===== config.mk =====
export PLATFORM = sky130hd
export DESIGN_NAME = nettlp_reset_seq
export DESIGN_NICKNAME = d
export VERILOG_FILES = /design/src/rtl/nettlp_reset_seq.sv
export SDC_FILE = /design/constraint.sdc
export NUM_CORES = 1
export LEC_CHECK = 0
export CAP_MARGIN = 25
export CORE_MARGIN = 2
export CORE_UTILIZATION = 55
export CTS_BUF_LIST = sky130_fd_sc_hd__clkbuf_16
export DETAILED_ROUTE_END_ITERATION = 8
export GPL_TIMING_DRIVEN = 0
export PLACE_DENSITY = 0.79
export RECOVER_POWER = 25
export SLEW_MARGIN = 40
export SYNTH_ARGS = -nofsm -noshare
export SYNTH_HDL_FRONTEND = slang
export SYNTH_SLANG_ARGS = --single-unit

===== constraint.sdc =====
create_clock -name sys_clk -period 3 [get_ports sys_clk]
set_input_delay 0.45 -clock sys_clk [delete_from_list [all_inputs] [get_ports sys_clk]]
set_output_delay 0.45 -clock sys_clk [all_outputs]
set_load 0.02 [all_outputs]

===== src/rtl/nettlp_reset_seq.sv =====
// Cold-reset and staged bring-up sequencer for the NetTLP adapter: holds all
// domains in reset, releases them one by one, then supervises PCIe link-up.
module nettlp_reset_seq #(
    parameter int                   NUM_DOMAINS       = 4,
    parameter int                   CNT_WIDTH         = 14,
    parameter logic [CNT_WIDTH-1:0] COLD_RESET_INTVAL = 14'hfff,
    parameter int                   STAGE_GAP         = 16,
    parameter int                   LINK_TIMEOUT      = 4096,
    parameter int                   RETRY_WIDTH       = 4
) (
    input  logic                   sys_clk,
    input  logic                   sys_rst_n,
    input  logic                   soft_rst_req,
    input  logic                   link_up,
    output logic [NUM_DOMAINS-1:0] rst_n_out,
    output logic [1:0]             seq_state,
    output logic                   ready,
    output logic [RETRY_WIDTH-1:0] retry_cnt
);

    typedef enum logic [1:0] {
        ST_COLD      = 2'd0,
        ST_RELEASE   = 2'd1,
        ST_WAIT_LINK = 2'd2,
        ST_RUN       = 2'd3
    } state_t;

    // One shared phase counter, wide enough for the longest phase.
    localparam int REL_LEN   = NUM_DOMAINS * STAGE_GAP;
    localparam int PHASE_MAX = (REL_LEN > LINK_TIMEOUT) ? REL_LEN : LINK_TIMEOUT;
    localparam int PW        = $clog2(PHASE_MAX + 1);
    localparam int TW        = (CNT_WIDTH > PW) ? CNT_WIDTH : PW;

    localparam int              COLD_LAST_I = int'(COLD_RESET_INTVAL) - 1;
    localparam logic [TW-1:0]   COLD_LAST   = TW'(COLD_LAST_I);
    localparam logic [TW-1:0]   REL_LAST    = TW'(REL_LEN - 1);
    localparam logic [TW-1:0]   LINK_LAST   = TW'(LINK_TIMEOUT - 1);
    localparam logic [RETRY_WIDTH-1:0] RETRY_MAX = {RETRY_WIDTH{1'b1}};

    state_t                   state_r, state_nxt_s;
    logic [TW-1:0]            cnt_r, cnt_nxt_s;
    logic [NUM_DOMAINS-1:0]   rst_n_out_r, rst_n_out_nxt_s;
    logic                     ready_r;
    logic [RETRY_WIDTH-1:0]   retry_r, retry_nxt_s;
    logic                     retry_inc_s;
    logic                     link_meta_r, link_sync_r;

    // Domains whose release slot has been reached by RELEASE cycle k.
    function automatic logic [NUM_DOMAINS-1:0] release_mask(input logic [TW-1:0] k);
        release_mask = {NUM_DOMAINS{1'b0}};
        for (int i = 0; i < NUM_DOMAINS; i++) begin
            release_mask[i] = (TW'(i * STAGE_GAP) <= k);
        end
    endfunction

    // Next-state and phase counter; a software request overrides every state.
    always_comb begin
        state_nxt_s = state_r;
        cnt_nxt_s   = cnt_r;
        retry_inc_s = 1'b0;
        if (soft_rst_req) begin
            state_nxt_s = ST_COLD;
            cnt_nxt_s   = {TW{1'b0}};
        end else begin
            case (state_r)
                ST_COLD: begin
                    if (cnt_r == COLD_LAST) begin
                        state_nxt_s = ST_RELEASE;
                        cnt_nxt_s   = {TW{1'b0}};
                    end else begin
                        cnt_nxt_s = cnt_r + TW'(1);
                    end
                end
                ST_RELEASE: begin
                    if (cnt_r == REL_LAST) begin
                        state_nxt_s = ST_WAIT_LINK;
                        cnt_nxt_s   = {TW{1'b0}};
                    end else begin
                        cnt_nxt_s = cnt_r + TW'(1);
                    end
                end
                ST_WAIT_LINK: begin
                    // Link-up in the timeout cycle still goes to RUN.
                    if (link_sync_r) begin
                        state_nxt_s = ST_RUN;
                        cnt_nxt_s   = {TW{1'b0}};
                    end else if (cnt_r == LINK_LAST) begin
                        state_nxt_s = ST_COLD;
                        cnt_nxt_s   = {TW{1'b0}};
                        retry_inc_s = 1'b1;
                    end else begin
                        cnt_nxt_s = cnt_r + TW'(1);
                    end
                end
                ST_RUN: begin
                    // RUN is only entered with link_sync high, so low here is a drop.
                    if (!link_sync_r) begin
                        state_nxt_s = ST_COLD;
                        cnt_nxt_s   = {TW{1'b0}};
                        retry_inc_s = 1'b1;
                    end else begin
                        cnt_nxt_s = cnt_r;
                    end
                end
                default: begin
                    state_nxt_s = ST_COLD;
                    cnt_nxt_s   = {TW{1'b0}};
                end
            endcase
        end
    end

    // Per-domain reset targets and saturating retry count for the next cycle.
    always_comb begin
        rst_n_out_nxt_s = {NUM_DOMAINS{1'b0}};
        case (state_nxt_s)
            ST_COLD:      rst_n_out_nxt_s = {NUM_DOMAINS{1'b0}};
            ST_RELEASE:   rst_n_out_nxt_s = rst_n_out_r | release_mask(cnt_nxt_s);
            ST_WAIT_LINK: rst_n_out_nxt_s = {NUM_DOMAINS{1'b1}};
            ST_RUN:       rst_n_out_nxt_s = {NUM_DOMAINS{1'b1}};
            default:      rst_n_out_nxt_s = {NUM_DOMAINS{1'b0}};
        endcase
        if (retry_inc_s && (retry_r != RETRY_MAX)) begin
            retry_nxt_s = retry_r + RETRY_WIDTH'(1);
        end else begin
            retry_nxt_s = retry_r;
        end
    end

    // Sequencer state, counters, registered outputs and link_up synchroniser.
    always_ff @(posedge sys_clk or negedge sys_rst_n) begin
        if (!sys_rst_n) begin
            state_r     <= ST_COLD;
            cnt_r       <= {TW{1'b0}};
            rst_n_out_r <= {NUM_DOMAINS{1'b0}};
            ready_r     <= 1'b0;
            retry_r     <= {RETRY_WIDTH{1'b0}};
            link_meta_r <= 1'b0;
            link_sync_r <= 1'b0;
        end else begin
            state_r     <= state_nxt_s;
            cnt_r       <= cnt_nxt_s;
            rst_n_out_r <= rst_n_out_nxt_s;
            ready_r     <= (state_nxt_s == ST_RUN);
            retry_r     <= retry_nxt_s;
            link_meta_r <= link_up;
            link_sync_r <= link_meta_r;
        end
    end

    assign rst_n_out = rst_n_out_r;
    assign seq_state = state_r;
    assign ready     = ready_r;
    assign retry_cnt = retry_r;

endmodule


==> results.json <==
{
  "core_um2": 2780,
  "yosys-top-cells-count": "dfrtp_1 (27), nand2_1 (18), nor2_1 (17)",
  "ys.flop_type": "dfrtp_1",
  "numPortBuffers": 13,
  "grt_pass1_vias": 1394,
  "nets": 203,
  "ys_seq_area_share_pct": 41.7,
  "ys_types": 48,
  "synth-compound-area-share_pct": 20.4,
  "crit_start": "cnt_r[2]",
  "r2r_start": "cnt_r[2]",
  "whs_ns": 0.356,
  "path_class": "register to register",
  "dpl_worst_slack_ns": 0.558,
  "synthesis.instances": 178,
  "die-area_um2": 3400,
  "busiest_layer": "met2",
  "p_leak_nw": 0.761,
  "root_buffer": "clkbuf_16",
  "die_y_um": 58.3,
  "use_met3_pct": 4.91,
  "insertion_delay_ns": 0.27,
  "crit_required_ns": 3.15,
  "ant_nets": 0,
  "setup_tns_ns": 0,
  "hold_class": "register to register",
  "cp_cell_sequence": "clkbuf_1, nand3_2, nor2_2, a41oi_2, nand2_2, a32oi_1, o31ai_4, a21oi_1",
  "max_freq_ghz": 0.394,
  "syn_avg_cell_area_um2": 9.10,
  "place_hpwl_um": 2660,
  "cpPeakStageDelay_ns": 0.36,
  "synthXorXnorAreaFrac_pct": 2.70,
  "antenna_found_initial": 0,
  "synth_top_family_by_area": "simple AND/OR/NAND/NOR gates",
  "n_antenna_cell": 0,
  "status": "completed",
  "r2r_end": "rst_n_out[3]",
  "cp_slowest_cell": "dfrtp_1",
  "first_iter_violations": 137,
  "drc": 0,
  "clkPwrFrac_pct": 43.6,
  "ys_ff_latch": 27,
  "h-tree-depth": 1,
  "start_kind": "register",
  "finalMaxSlewViolations": 0,
  "max_cap_viol_count": 0,
  "yosys.area.top_type": "dfrtp_1",
  "critPathMaxFanout": 9,
  "grt_max_degree": 28,
  "wl_per_cell_um": 17.9,
  "post_cts_buffers": 0,
  "worst_slew_pin_slew_ns": 1.46,
  "setup_viol": 0,
  "worstSetupEndpoint": "rst_n_out[3]",
  "reg2regPathDepth": 8,
  "gp_congestion": 0.903,
  "grt_pass1_wl_um": 6560,
  "p_sw_share_pct": 22.3,
  "numClockSinks": 27,
  "synthToLayoutAreaGrowth_pct": 15.0,
  "async_reset_ff_share_pct": 100,
  "synth_edf_count": 0,
  "cts.reportedPaths.clkPinSlew_ns": 0.07,
  "vias": 1452,
  "cts_resized": 0,
  "r2r_setup_slack_ns": 0.46,
  "drt_wl_total_um": 4040,
  "synthTopCellsByArea": "dfrtp_1 (42%), a21oi_1 (4.6%), nand2_1 (4.2%), nor2_1 (3.9%), o21ai_0 (2.8%)",
  "ys_warn_count": 0,
  "synth_nets": 185,
  "synth_top_area_share_pct": 41.7,
  "hold_buffers": 0,
  "period_needed_ns": 2.54,
  "met2_usage_pct": 41.4,
  "met1_usage_pct": 34.5,
  "drive_gt1_share_pct": 12.3,
  "hold_violations": 0,
  "power.total_mw": 0.717,
  "synth_most_common_cell": "dfrtp_1",
  "clock_skew_ns": 0.00888,
  "synthSimpleGateAreaFrac_pct": 27.3,
  "grt_setup_unrepaired": "false",
  "synth.area.mux_share_pct": 1.39,
  "dr.pass1.iters": 4,
  "peakVddDrop_mv": 0.373,
  "p_sw_mw": 0.160,
  "routed_via_density": 6.42,
  "grtUsageTotal_pct": 26.0,
  "p_per_area_nw_per_um2": 385,
  "cts_made_buffers": 3,
  "worst_slack_ns": 0.465,
  "seqPwrFrac_pct": 52.3,
  "combinationalPowerShare_pct": 4.1,
  "period_share_pct": 84.5,
  "clock_path_buffers": 2,
  "initial_utilization_pct": 58.3,
  "io-pin-count": 15,
  "dieWidth_um": 58.3,
  "synth_area_um2": 1620,
  "cts_tree": "built",
  "synth_fa_ha_area_share_pct": 2.32,
  "end_kind": "register",
  "max_slew_margin_pct": 2.85,
  "grt_remaining_overflow": 0,
  "cp.arrival_ns": 2.68,
  "std_cell_rows": 19,
  "p_int_mw": 0.558
}
## layout make-up
class / instances / area [um^2]
fillers: 208 / 918
multi-input cells: 136 / 877
flip-flops and latches: 27 / 676
repair buffers: 13 / 124
clock buffers: 3 / 75.1
plain buffers: 9 / 45.0
well taps: 31 / 38.8
inverters: 6 / 22.5
clock inverters: 1 / 5.00
## power by group through the flow
stage | sequential [mW] | clock [mW] | combinational (mW)
after floorplan | 0.382 | 0 | 0.0141
after global placement | 0.382 | 0 | 0.0294
after detailed placement | 0.382 | 0 | 0.0295
after CTS | 0.375 | 0.311 | 0.0301
after global routing | 0.376 | 0.327 | 0.0331
final | 0.375 | 0.313 | 0.0293
## metal layers
layer  up-vias  part of all wire, %  routed length [um]
met5         -                    0                   0
met3        13                  6.6                 267
met1       683                   45                1810
li1        689                    -                   -
met4         0                  2.6                 104
met2        67                   46                1860
## registers in the layout (all words and copies together) (netlist names)
register,count
cnt_r,14
retry_cnt,4
rst_n_out,4
seq_state,2
link_meta_r,1
link_sync_r,1
ready,1
## how the worst min path moves through the flow
stage / start / endpoint / slack (ns) / cells past startpoint
after global placement: link_meta_r / link_sync_r / 0.34 / 0
after detailed placement: link_meta_r / link_sync_r / 0.34 / 0
after CTS: sys_rst_n / cnt_r[12] / 0.22 / 1
final: link_meta_r / link_sync_r / 0.36 / 0
after global routing: link_meta_r / link_sync_r / 0.37 / 0
after floorplan: sys_rst_n / cnt_r[0] / 0.15 / 0
## cells in the final DEF, fill, tap and decap left out, types with 2 or more instances in the layout
cell	synthesis	final
clkbuf_16	0	3
clkbuf_1	5	6
mux2_2	2	2
nand4b_1	2	2
clkdlybuf4s50_1	0	11
nand2_1	18	18
buf_2	3	3
nor4_1	4	4
inv_1	6	6
nor3_1	6	6
xnor2_1	2	2
a311oi_1	3	3
xor2_1	3	3
a21oi_1	15	15
nor2b_1	2	2
ha_1	3	3
dfrtp_1	27	27
nand4_1	6	6
o211ai_1	3	3
nor2_1	17	17
a31oi_1	3	3
and3_1	3	3
o21ai_0	9	9
and2_1	4	4
nand3_1	7	7
## cells by family after synthesis
| group | count (synthesis) |
|---|---|
| fa+ha+maj | 3 |
| compound gates | 45 |
| xor+xnor | 5 |
| buf+inv | 15 |
| simple gates | 81 |
| flops | 27 |
| mux | 2 |
## stage by stage
stage,utilization (%),instances,cell area [um^2]
after floorplan,-,178,1620
after global placement,64.3,222,1790
after detailed placement,64.1,222,1780
after CTS,67.0,226,1860
after global routing,67.0,226,1860
final,67.0,226,1860
## critical path, delay by kind of cell, from the launching register on
family                 cells  cell delay [ns]
AOI/OAI and AO/OA          4             0.91
buffers and inverters      1             0.30
DFF                        1             0.36
and+or+nand+nor            3             0.84
No activity file was read; power rests on OpenSTA's default activity.
